===== src/rtl/ps2_pkg.sv =====
// Shared encodings for the PS/2 scancode decoder: FSM states, prefix/status bytes, event layout.
package ps2_pkg;

  typedef enum logic [2:0] {
    ST_IDLE,
    ST_GOT_E0,
    ST_GOT_F0,
    ST_GOT_E0F0,
    ST_PAUSE
  } state_e;

  localparam logic [7:0] SC_E0 = 8'hE0;
  localparam logic [7:0] SC_F0 = 8'hF0;
  localparam logic [7:0] SC_E1 = 8'hE1;
  localparam logic [7:0] SC_AA = 8'hAA;
  localparam logic [7:0] SC_FA = 8'hFA;
  localparam logic [7:0] SC_FE = 8'hFE;
  localparam logic [7:0] SC_FC = 8'hFC;
  localparam logic [7:0] SC_00 = 8'h00;
  localparam logic [7:0] SC_FF = 8'hFF;

  localparam int         EVT_W      = 10;
  localparam logic [2:0] PAUSE_SKIP = 3'd7;

  typedef struct packed {
    logic       ext;
    logic       rel;
    logic [7:0] code;
  } evt_t;

  // Keyboard status/ack bytes that carry no key information.
  function automatic logic is_status(input logic [7:0] b);
    return (b == SC_AA) || (b == SC_FA) || (b == SC_FE) || (b == SC_FC);
  endfunction

endpackage


===== src/rtl/ps2_scancode_decoder_if.sv =====
// Byte-in / event-out bundle of the scancode decoder; master = surrounding system, slave = decoder.
interface ps2_scancode_decoder_if;
  logic [7:0]               rx_data;
  logic                     rx_stb;
  logic                     rx_enable;
  logic [ps2_pkg::EVT_W-1:0] evt_data;
  logic                     evt_valid;
  logic                     evt_ready;
  logic                     err_stb;
  logic                     ovf_stb;

  modport master (
    output rx_data, rx_stb, evt_ready,
    input  rx_enable, evt_data, evt_valid, err_stb, ovf_stb
  );

  modport slave (
    input  rx_data, rx_stb, evt_ready,
    output rx_enable, evt_data, evt_valid, err_stb, ovf_stb
  );
endinterface


===== src/rtl/ps2_event_fifo.sv =====
// Event FIFO: power-of-two depth, full-and-pop accepts a push, empty never passes data through.
module ps2_event_fifo #(
  parameter int DEPTH = 8,
  parameter int WIDTH = 10
) (
  input  logic                     clk,
  input  logic                     rst,
  input  logic                     i_push,
  input  logic [WIDTH-1:0]         i_data,
  input  logic                     i_pop,
  output logic [WIDTH-1:0]         o_data,
  output logic                     o_valid,
  output logic [$clog2(DEPTH):0]   o_count,
  output logic                     o_ovf
);
  localparam int AW = $clog2(DEPTH);
  localparam int CW = AW + 1;

  logic [WIDTH-1:0] r_mem [DEPTH];
  logic [AW-1:0]    r_wr, r_rd;
  logic [CW-1:0]    r_count;
  logic             r_ovf;
  logic             w_full, w_pop, w_wr;

  assign w_full = (r_count == CW'(DEPTH));
  assign w_pop  = i_pop && (r_count != '0);
  assign w_wr   = i_push && (!w_full || w_pop);

  always_ff @(posedge clk) begin
    if (w_wr) r_mem[r_wr] <= i_data;
  end

  always_ff @(posedge clk or posedge rst) begin
    if (rst) begin
      r_wr    <= '0;
      r_rd    <= '0;
      r_count <= '0;
      r_ovf   <= 1'b0;
    end else begin
      if (w_wr)  r_wr <= r_wr + AW'(1);
      if (w_pop) r_rd <= r_rd + AW'(1);
      case ({w_wr, w_pop})
        2'b10:   r_count <= r_count + CW'(1);
        2'b01:   r_count <= r_count - CW'(1);
        default: r_count <= r_count;
      endcase
      r_ovf <= i_push && !w_wr;
    end
  end

  assign o_data  = r_mem[r_rd];
  assign o_valid = (r_count != '0);
  assign o_count = r_count;
  assign o_ovf   = r_ovf;
endmodule


===== src/rtl/ps2_scancode_decoder.sv =====
// PS/2 set-2 scancode decoder: prefix FSM, pause skipper, inter-byte timeout.
// Define PS2_DECODER_FIFO_EN to buffer events in a FIFO with rx_enable/ovf_stb flow control.
module ps2_scancode_decoder
  import ps2_pkg::*;
#(
  parameter int          FIFO_DEPTH     = 8,
  parameter logic [19:0] TIMEOUT_CYCLES = 20'd1000000
) (
  input logic                   clk,
  input logic                   rst,
  ps2_scancode_decoder_if.slave bus
);
  state_e      r_state, w_next, w_eff;
  logic [2:0]  r_skip, w_skip_next;
  logic [19:0] r_timer;
  logic        r_err;
  logic        w_stb, w_reproc, w_expire, w_push, w_err;
  logic [7:0]  w_byte;
  evt_t        w_evt;

  assign w_stb  = bus.rx_stb;
  assign w_byte = bus.rx_data;

  // A prefix byte arriving mid-sequence aborts it and starts over as a fresh byte.
  assign w_reproc = w_stb &&
    (((r_state inside {ST_GOT_E0, ST_GOT_F0, ST_GOT_E0F0}) && (w_byte == SC_E0 || w_byte == SC_E1)) ||
     ((r_state inside {ST_GOT_F0, ST_GOT_E0F0}) && (w_byte == SC_F0)));
  assign w_eff    = w_reproc ? ST_IDLE : r_state;
  assign w_expire = !w_stb && (r_timer == 20'd1) && (r_state != ST_IDLE);

  always_ff @(posedge clk or posedge rst) begin
    if (rst) begin
      r_state <= ST_IDLE;
      r_skip  <= '0;
      r_timer <= '0;
      r_err   <= 1'b0;
    end else begin
      r_state <= w_next;
      r_skip  <= w_skip_next;
      r_timer <= w_stb ? TIMEOUT_CYCLES : ((r_timer != '0) ? r_timer - 20'd1 : r_timer);
      r_err   <= w_err;
    end
  end

  always_comb begin
    w_next      = r_state;
    w_skip_next = r_skip;
    if (w_stb) begin
      case (w_eff)
        ST_IDLE: begin
          if (w_byte == SC_E0)      w_next = ST_GOT_E0;
          else if (w_byte == SC_F0) w_next = ST_GOT_F0;
          else if (w_byte == SC_E1) begin
            w_next      = ST_PAUSE;
            w_skip_next = PAUSE_SKIP;
          end else                  w_next = ST_IDLE;
        end
        ST_GOT_E0: w_next = (w_byte == SC_F0) ? ST_GOT_E0F0 : ST_IDLE;
        ST_PAUSE: begin
          w_skip_next = r_skip - 3'd1;
          if (r_skip == 3'd1) w_next = ST_IDLE;
        end
        default: w_next = ST_IDLE;
      endcase
    end else if (w_expire) begin
      w_next = ST_IDLE;
    end
  end

  always_comb begin
    w_push = 1'b0;
    w_evt  = '0;
    w_err  = w_reproc;
    if (w_stb) begin
      case (w_eff)
        ST_IDLE: begin
          if (w_byte == SC_00 || w_byte == SC_FF) w_err = 1'b1;
          else if (!(w_byte inside {SC_E0, SC_F0, SC_E1}) && !is_status(w_byte)) begin
            w_push = 1'b1;
            w_evt  = '{ext: 1'b0, rel: 1'b0, code: w_byte};
          end
        end
        ST_GOT_E0: begin
          w_push = (w_byte != SC_F0);
          w_evt  = '{ext: 1'b1, rel: 1'b0, code: w_byte};
        end
        ST_GOT_F0: begin
          w_push = 1'b1;
          w_evt  = '{ext: 1'b0, rel: 1'b1, code: w_byte};
        end
        ST_GOT_E0F0: begin
          w_push = 1'b1;
          w_evt  = '{ext: 1'b1, rel: 1'b1, code: w_byte};
        end
        ST_PAUSE: begin
          w_push = (r_skip == 3'd1);
          w_evt  = '{ext: 1'b0, rel: 1'b0, code: SC_E1};
        end
        default: ;
      endcase
    end
  end

  assign bus.err_stb = r_err;

`ifdef PS2_DECODER_FIFO_EN
  localparam int CW = $clog2(FIFO_DEPTH) + 1;
  logic          w_valid;
  logic [CW-1:0] w_count;

  ps2_event_fifo #(
    .DEPTH (FIFO_DEPTH),
    .WIDTH (EVT_W)
  ) u_fifo (
    .clk     (clk),
    .rst     (rst),
    .i_push  (w_push),
    .i_data  (w_evt),
    .i_pop   (w_valid && bus.evt_ready),
    .o_data  (bus.evt_data),
    .o_valid (w_valid),
    .o_count (w_count),
    .o_ovf   (bus.ovf_stb)
  );

  assign bus.evt_valid = w_valid;
  assign bus.rx_enable = (w_count < CW'(FIFO_DEPTH - 1));
`else
  localparam int unused_fifo_depth = FIFO_DEPTH;
  logic             r_evt_valid;
  logic [EVT_W-1:0] r_evt_data;
  logic             w_unused_ready;

  always_ff @(posedge clk or posedge rst) begin
    if (rst) begin
      r_evt_valid <= 1'b0;
      r_evt_data  <= '0;
    end else begin
      r_evt_valid <= w_push;
      if (w_push) r_evt_data <= w_evt;
    end
  end

  assign w_unused_ready = bus.evt_ready;
  assign bus.evt_valid  = r_evt_valid;
  assign bus.evt_data   = r_evt_data;
  assign bus.rx_enable  = 1'b1;
  assign bus.ovf_stb    = 1'b0;
`endif
endmodule


===== src/flat_wrapper.sv =====
// flat-port wrapper written by rule: the top's interface ports become plain ports
module ps2_scancode_decoder_flat import ps2_pkg::*;
#(
  parameter int          FIFO_DEPTH     = 8,
  parameter logic [19:0] TIMEOUT_CYCLES = 20'd1000000
)
  (clk, rst, bus_rx_data, bus_rx_stb, bus_evt_ready, bus_rx_enable, bus_evt_data, bus_evt_valid, bus_err_stb, bus_ovf_stb);
  ps2_scancode_decoder_if bus_i ();
  input logic clk;
  input logic rst;
  input wire logic [$bits(bus_i.rx_data)-1:0] bus_rx_data;
  input wire logic [$bits(bus_i.rx_stb)-1:0] bus_rx_stb;
  input wire logic [$bits(bus_i.evt_ready)-1:0] bus_evt_ready;
  output wire logic [$bits(bus_i.rx_enable)-1:0] bus_rx_enable;
  output wire logic [$bits(bus_i.evt_data)-1:0] bus_evt_data;
  output wire logic [$bits(bus_i.evt_valid)-1:0] bus_evt_valid;
  output wire logic [$bits(bus_i.err_stb)-1:0] bus_err_stb;
  output wire logic [$bits(bus_i.ovf_stb)-1:0] bus_ovf_stb;
  assign bus_i.rx_data = bus_rx_data;
  assign bus_i.rx_stb = bus_rx_stb;
  assign bus_i.evt_ready = bus_evt_ready;
  assign bus_rx_enable = bus_i.rx_enable;
  assign bus_evt_data = bus_i.evt_data;
  assign bus_evt_valid = bus_i.evt_valid;
  assign bus_err_stb = bus_i.err_stb;
  assign bus_ovf_stb = bus_i.ovf_stb;
  ps2_scancode_decoder #(.FIFO_DEPTH(FIFO_DEPTH), .TIMEOUT_CYCLES(TIMEOUT_CYCLES)) u_core (.clk(clk), .rst(rst), .bus(bus_i));
endmodule

===== config.mk =====
export PLATFORM = sky130hd
export DESIGN_NAME = ps2_scancode_decoder_flat
export DESIGN_NICKNAME = d
export VERILOG_FILES = /design/src/rtl/ps2_pkg.sv /design/src/rtl/ps2_scancode_decoder_if.sv /design/src/rtl/ps2_event_fifo.sv /design/src/rtl/ps2_scancode_decoder.sv /design/src/flat_wrapper.sv
export SDC_FILE = /design/constraint.sdc
export NUM_CORES = 1
export LEC_CHECK = 0
export BUFFER_PORTS_ARGS = -buffer_cell sky130_fd_sc_hd__buf_4
export CAP_MARGIN = 40
export CORE_MARGIN = 2
export CORE_UTILIZATION = 60
export CTS_BUF_LIST = sky130_fd_sc_hd__clkbuf_2
export DETAILED_ROUTE_END_ITERATION = 8
export GPL_TIMING_DRIVEN = 0
export PLACE_DENSITY = 0.82
export SKIP_LAST_GASP = 1
export SLEW_MARGIN = 40
export SYNTH_ARGS = -nofsm -noshare
export SYNTH_HDL_FRONTEND = slang
export SYNTH_SLANG_ARGS = --single-unit

===== constraint.sdc =====
create_clock -name clk -period 3.1 [get_ports clk]
set_clock_uncertainty 0.15 [all_clocks]
set_input_delay 0.155 -clock clk [delete_from_list [all_inputs] [get_ports clk]]
set_output_delay 0.155 -clock clk [all_outputs]
set_load 0.005 [all_outputs]

==> flow_metrics.tcl, run 1 <==
set metrics [dict create \
    dieWidth_um 64.9 \
    vias_per_cell 5.74 \
    start_util 0.617 \
    hold_viol 0 \
    synth_top_cells_by_area "dfrtp_1, nor2_1, xnor2_1" \
    synth_cell_types 61 \
    reg2reg_depth 7 \
    async_reset_ff_frac 1.00 \
    instances_no_fill 314 \
    finalSetupTns_ps 0 \
    min_path_type "in -> reg" \
    min_to "u_core.r_state[2]" \
    clock_latency_ps 390 \
    cts_resized 0 \
    final-seq-area_um2 951 \
    pwr_density_cell_nw_per_um2 419 \
    post-cts-setup-buffers 0 \
    syn_to_final_growth_pct 16.4 \
    multi_input_area_um2 1170 \
    slew_headroom 0.581 \
    cts_tree "built" \
    max_freq_mhz 408 \
    fin_util 0.718 \
    finalCritPeriodShare 0.790 \
    drt_iter0_drc 135 \
    place.port_buffers 21 \
    cts.clk_slew.worst_paths_ps 200 \
    nNetsFinal 281 \
    maxCapViolations 0 \
    synth_top_cell_by_area "dfrtp_1" \
    wl_um 4410 \
    layout-drive-gt1-share 0.195 \
    holdWs_ps 39.3 \
    holdPathStages 3 \
    antenna_found_initial 0 \
    dp_hpwl_um 3190 \
    grt_pass1_wl_um 8000 \
    n_antenna_cell 0 \
    syn_inst 229 \
    synth_edf_count 0 \
    numCtsBuffers 5 \
    path_max_fanout 10 \
    placementRows 22 \
    first_pass_iters 4 \
    regToRegEndpoint "u_core.bus.evt_data[9]" \
    hp-start "bus_rx_stb" \
    reg2reg_slack_ps 650 \
    irDropWorstVdd_v 0.000285 \
    drv_slew 0 \
    drc 0 \
    synthFlopType "dfrtp_1" \
    synth_nets 245 \
    cts.htree.levels 2 \
    crit_type "reg -> reg" \
    die_h_um 64.9 \
    fin_area_um2 2590 \
    ys_ff_latch 38 \
    pre_cts_slack_ps 713 \
    worstPathRequired_ps 3240 \
    core_um2 3610 \
    final_antenna_net_count 0 \
    finalCriticalPeriod_ps 2450 \
    regToRegStartpoint "u_core.r_state[2]" \
    gp_congestion 0.816 \
    crit_arrival_ps 2590 \
    grt_pass1_vias 1798 \
    wl_per_cell_um 14.1 \
    power.total_mw 1.08 \
    leakagePower_nw 1.10 \
    num-fill-cells 279 \
    synth_top_cell_area_share 0.427 \
    placed_cell_area_um2 2440 \
    cp-end-kind "flop" \
    avgSynthCellArea_um2 9.71 \
    tightest_slew_ps 628 \
    status "complete, no violations" \
    startpoint_type "flop" \
    via_count 1803 \
    ctsLongestPathBuffers 2 \
    grt_overflow 0 \
    rsz0062_at_grt "false" \
    die_area_um2 4210 \
    placed_cells 298 \
    grt_usage 0.243 \
    netlist_area_um2 2220 \
    grt_max_degree 39 \
    setup_ws_ps 650 \
    synth-warning-count 0 \
    clock-sinks 38 \
    pin_count 26 \
    setup_viol 0 \
    seq_area_frac_synth 0.427 \
    cts_root_buf "clkbuf_2" \
]
critical path, stage by stage, from the launching register on:
cell	delay, ps
dfrtp_1	410
buf_2	170
nor2b_1	210
o2111ai_2	270
a2111oi_4	450
o21ai_2	170
a21oi_4	180
mux2_1	330
cell usage in the layout, fill, tap and decap left out, types with 3 or more instances in the layout:
master,n
dfrtp_1,38
and3_1,3
nor2b_1,3
xnor2_1,7
nor4_1,3
xor2_1,5
nand4_1,5
clkbuf_2,5
nand2b_1,8
nand3_1,3
buf_4,24
o21ai_0,10
a31oi_1,3
a2bb2oi_2,3
nor3_1,8
clkinv_2,3
and2_1,3
dlygate4sd3_1,8
clkbuf_1,3
ha_1,4
nor2_1,28
or3b_1,3
o2bb2ai_1,4
a21oi_1,9
inv_1,13
nand2_1,12
synth_stat cells, drive strengths merged (4+ instances only):
cell type / number
a21oi: 10
buf: 6
dfrtp: 38
ha: 4
inv: 14
nand2: 12
nand2b: 8
nand4: 5
nor2: 28
nor3: 8
nor4: 5
o21ai: 13
o2bb2ai: 4
xnor2: 7
xor2: 5
worst max-delay path by stage:
stage | start | end | slack (ps) | cells after the start
final | u_core.r_state[2] | u_core.bus.evt_data[9] | 650 | 7
after global routing | u_core.r_state[2] | u_core.bus.evt_data[9] | 480 | 7
after CTS | u_core.r_state[2] | u_core.bus.evt_data[9] | 650 | 7
after detailed placement | u_core.r_state[2] | u_core.bus.evt_data[9] | 710 | 7
after global placement | u_core.r_state[2] | u_core.bus.evt_data[9] | 730 | 7
after floorplan | u_core.r_state[2] | u_core.bus.evt_data[9] | 900 | 7
state kept, by name (all words and copies together) (netlist names):
| name | count |
|---|---|
| u_core.r_timer | 20 |
| u_core.bus.evt_data | 10 |
| u_core.r_skip | 3 |
| u_core.r_state | 3 |
| u_core.bus.err_stb | 1 |
| u_core.bus.evt_valid | 1 |
area by class of cell:
class / count / share of cell area
plain buffers: 9 / 0.0213
clock buffers: 5 / 0.00967
clock inverters: 3 / 0.0155
inverters: 14 / 0.0208
multi-input cells: 168 / 0.450
flip-flops and latches: 38 / 0.367
well taps: 48 / 0.0232
repair buffers: 29 / 0.0918
cells by family (layout without fill, tap and decap cells):
logic type      count (synthesis)  in the layout  share of synthesized area
compound gates                 51             51                      0.190
fa+ha+maj                       4              4                     0.0225
flops                          38             38                      0.427
buf+inv                        23             60                     0.0484
other cells                     2              2                    0.00338
simple gates                   96             96                      0.247
xor+xnor                       12             12                     0.0472
mux                             3              3                     0.0141
timing repair:
action,in CTS,in global routing
setup endpoints to repair,0,0
hold endpoints to repair,46,0
hold buffers,8,0
metal layers:
| metal | track usage | share of wire |
|---|---|---|
| met4 | 0.0931 | 0.019 |
| met1 | 0.287 | 0.45 |
| met3 | 0.0417 | 0.029 |
| met5 | 0 | 0 |
| met2 | 0.437 | 0.50 |
power breakdown:
| group | total [mW] | internal [mW] | leakage [nW] | switching (mW) |
|---|---|---|---|---|
| clock network | 0.302 | 0.134 | 0.0427 | 0.168 |
| logic | 0.217 | 0.101 | 0.593 | 0.115 |
| registers | 0.566 | 0.534 | 0.466 | 0.0320 |
| total | 1.08 | 0.769 | 1.10 | 0.315 |
Note: power is estimated with default switching activity, not from simulation.
==> inputs of run 2 (changes only) <==
Settings changed: CORE_UTILIZATION 60 to 54, PLACE_DENSITY 0.82 to 0.78.
Clock period 3.1 ns to 2.1 ns, I/O delays scaled along.
==> run 2 against run 1 <==
The flow now finishes with violations (setup timing). First-iteration DRC count shrank 5.2%. Cell count is 8.6% higher. Global-route usage grew 0.11 points. Worst hold slack improved by 2.8 ps. Register-to-register slack worse by 810 ps. Combinational power grew 90%. Critical path depth is 1 lower. Setup slack got worse by 810 ps. Sequential share of layout area shrank 3.7 points. Largest cell class unchanged. Highest routed layer unchanged.
==> flow_metrics.tcl, run 2 (synthesized netlist as in run 1, its figures left out) <==
set metrics [dict create \
    placed_cells 301 \
    place.port_buffers 21 \
    pre_cts_slack_ps -275 \
    grtUsageMet1 0.304 \
    min_path_type "in -> reg" \
    wl_um 5490 \
    pwr_density_cell_nw_per_um2 550 \
    die_area_um2 4650 \
    start_util 0.560 \
    startpoint_type "flop" \
    die_h_um 68.2 \
    regMostFlops "u_core.r_timer" \
    hold_viol 0 \
    max_freq_mhz 442 \
    layout-drive-gt1-share 0.306 \
    gp_congestion 0.819 \
    fin_util 0.727 \
    path_max_fanout 7 \
    finalCriticalPeriod_ps 2260 \
    clock-sinks 38 \
    max_stage_delay_ps 490 \
    critPathTopFamily "compound AO/OA/AOI/OAI gates" \
    slowest_stage "dfrtp_2" \
    leakagePower_nw 1.23 \
    finalCritPeriodShare 1.08 \
    cp_cell_sequence "a21boi_2 > o2111ai_4 > nand2b_1 > o22a_2 > a21oi_4 > mux2_1" \
    grt_max_degree 25 \
    cts_tree "built" \
    grt_use_met2 0.417 \
    grt_usage 0.244 \
    first_pass_iters 4 \
    layout_commonest_cell "buf_4" \
    setup_viol 25 \
    grt_pass1_wl_um 8460 \
    nNetsFinal 306 \
    violations "setup timing" \
    reg2reg_slack_ps -160 \
    cts.htree.levels 2 \
    cp_num_buf_inv 0 \
    numCtsBuffers 5 \
    largest_reg_flops 20 \
    maxCapViolations 0 \
    holdWs_ps 42.1 \
    final_antenna_net_count 0 \
    tightest_slew_ps 516 \
    rsz0062_at_grt "true" \
    instances_no_fill 341 \
    most-common-layout-cells "buf_4, dfrtp_1, nor2_1" \
    irDropWorstVdd_v 0.000348 \
    syn_to_final_growth_pct 29.7 \
    dieWidth_um 68.2 \
    slew_headroom 0.653 \
    antenna_found_initial 0 \
    cp-end-kind "flop" \
    drc 0 \
    setup_ws_ps -165 \
    vias_per_cell 5.75 \
    clock_latency_ps 400 \
    crit_arrival_ps 2430 \
    drv_slew 0 \
    pin_count 26 \
    wl_per_cell_um 16.1 \
    n_antenna_cell 0 \
    grt_pass1_vias 1809 \
    status "finished with violations" \
    core_um2 3970 \
    placed_cell_area_um2 2480 \
    drt_iter0_drc 128 \
    dp_hpwl_um 3430 \
    grt_overflow 0 \
    grtUsageMet3 0.0510 \
    grt-busiest-layer "met2" \
    cts.clk_slew.worst_paths_ps 200 \
    ctsLongestPathBuffers 2 \
    cts_root_buf "clkbuf_2" \
    placementRows 23 \
    crit_type "reg -> reg" \
    via_count 1961 \
    fin_area_um2 2890 \
    worstPathRequired_ps 2260 \
]
## run 2: path summary, 6_finish.rpt
| check | startpoint | end | depth (start not counted) |
|---|---|---|---|
| worst max register to register | u_core.r_state[1] | u_core.bus.evt_data[9] | 6 |
| worst min register to register | u_core.r_skip[2] | u_core.r_skip[2] | 1 |
| min in group asynchronous | rst | u_core.r_timer[7] | 3 |
| worst max-delay path | u_core.r_state[1] | u_core.bus.evt_data[9] | 6 |
| max in group asynchronous | rst | u_core.r_state[0] | 4 |
| worst min-delay path | bus_rx_data[2] | u_core.r_state[2] | 4 |
## run 2: routing by layer
layer | up-vias | part of all wire
li1 | 937 | -
met1 | 959 | 0.42
met2 | 52 | 0.52
met3 | 13 | 0.035
met4 | 0 | 0.020
met5 | - | 0
## run 2: worst min-delay path, delay by kind of cell
| family | cells | cell delay, ps |
|---|---|---|
| buffers and inverters | 1 | 110 |
| AOI/OAI and AO/OA | 1 | 80 |
| and+or+nand+nor | 2 | 260 |
## run 2: per-stage QoR
stage | total power [mW] | TNS [ps]
2_1_floorplan | 1.05 | -139
3_3_place_gp | 1.15 | -2850
3_5_place_dp | 1.17 | -4070
4_1_cts | 1.53 | -2640
5_1_grt | 1.67 | -4460
6_report | 1.59 | -1910
## run 2: final cells by class
| cell class | instances | area, um^2 |
|---|---|---|
| inverters | 14 | 52.6 |
| multi-input cells | 168 | 1260 |
| fillers | 284 | 1090 |
| clock buffers | 6 | 30.0 |
| flip-flops and latches | 38 | 953 |
| well taps | 50 | 62.6 |
| plain buffers | 8 | 53.8 |
| repair buffers | 55 | 463 |
| clock inverters | 2 | 8.76 |
## run 2: timing repair
| action | CTS | global route |
|---|---|---|
| hold buffers | 9 | 1 |
| setup endpoints to repair | 32 | 32 |
| hold endpoints to repair | 46 | 1 |
| pin swaps | 8 | 9 |
| cloned | 0 | 1 |
| resized for setup | 9 | 13 |
| buffers inserted | 11 | 11 |
## run 2: power by group
group / total [mW] / leakage [nW] / switching, mW / internal (mW)
registers: 0.842 / 0.463 / 0.0530 / 0.789
logic: 0.412 / 0.736 / 0.207 / 0.205
clock network: 0.334 / 0.0304 / 0.252 / 0.0820
total: 1.59 / 1.23 / 0.512 / 1.08
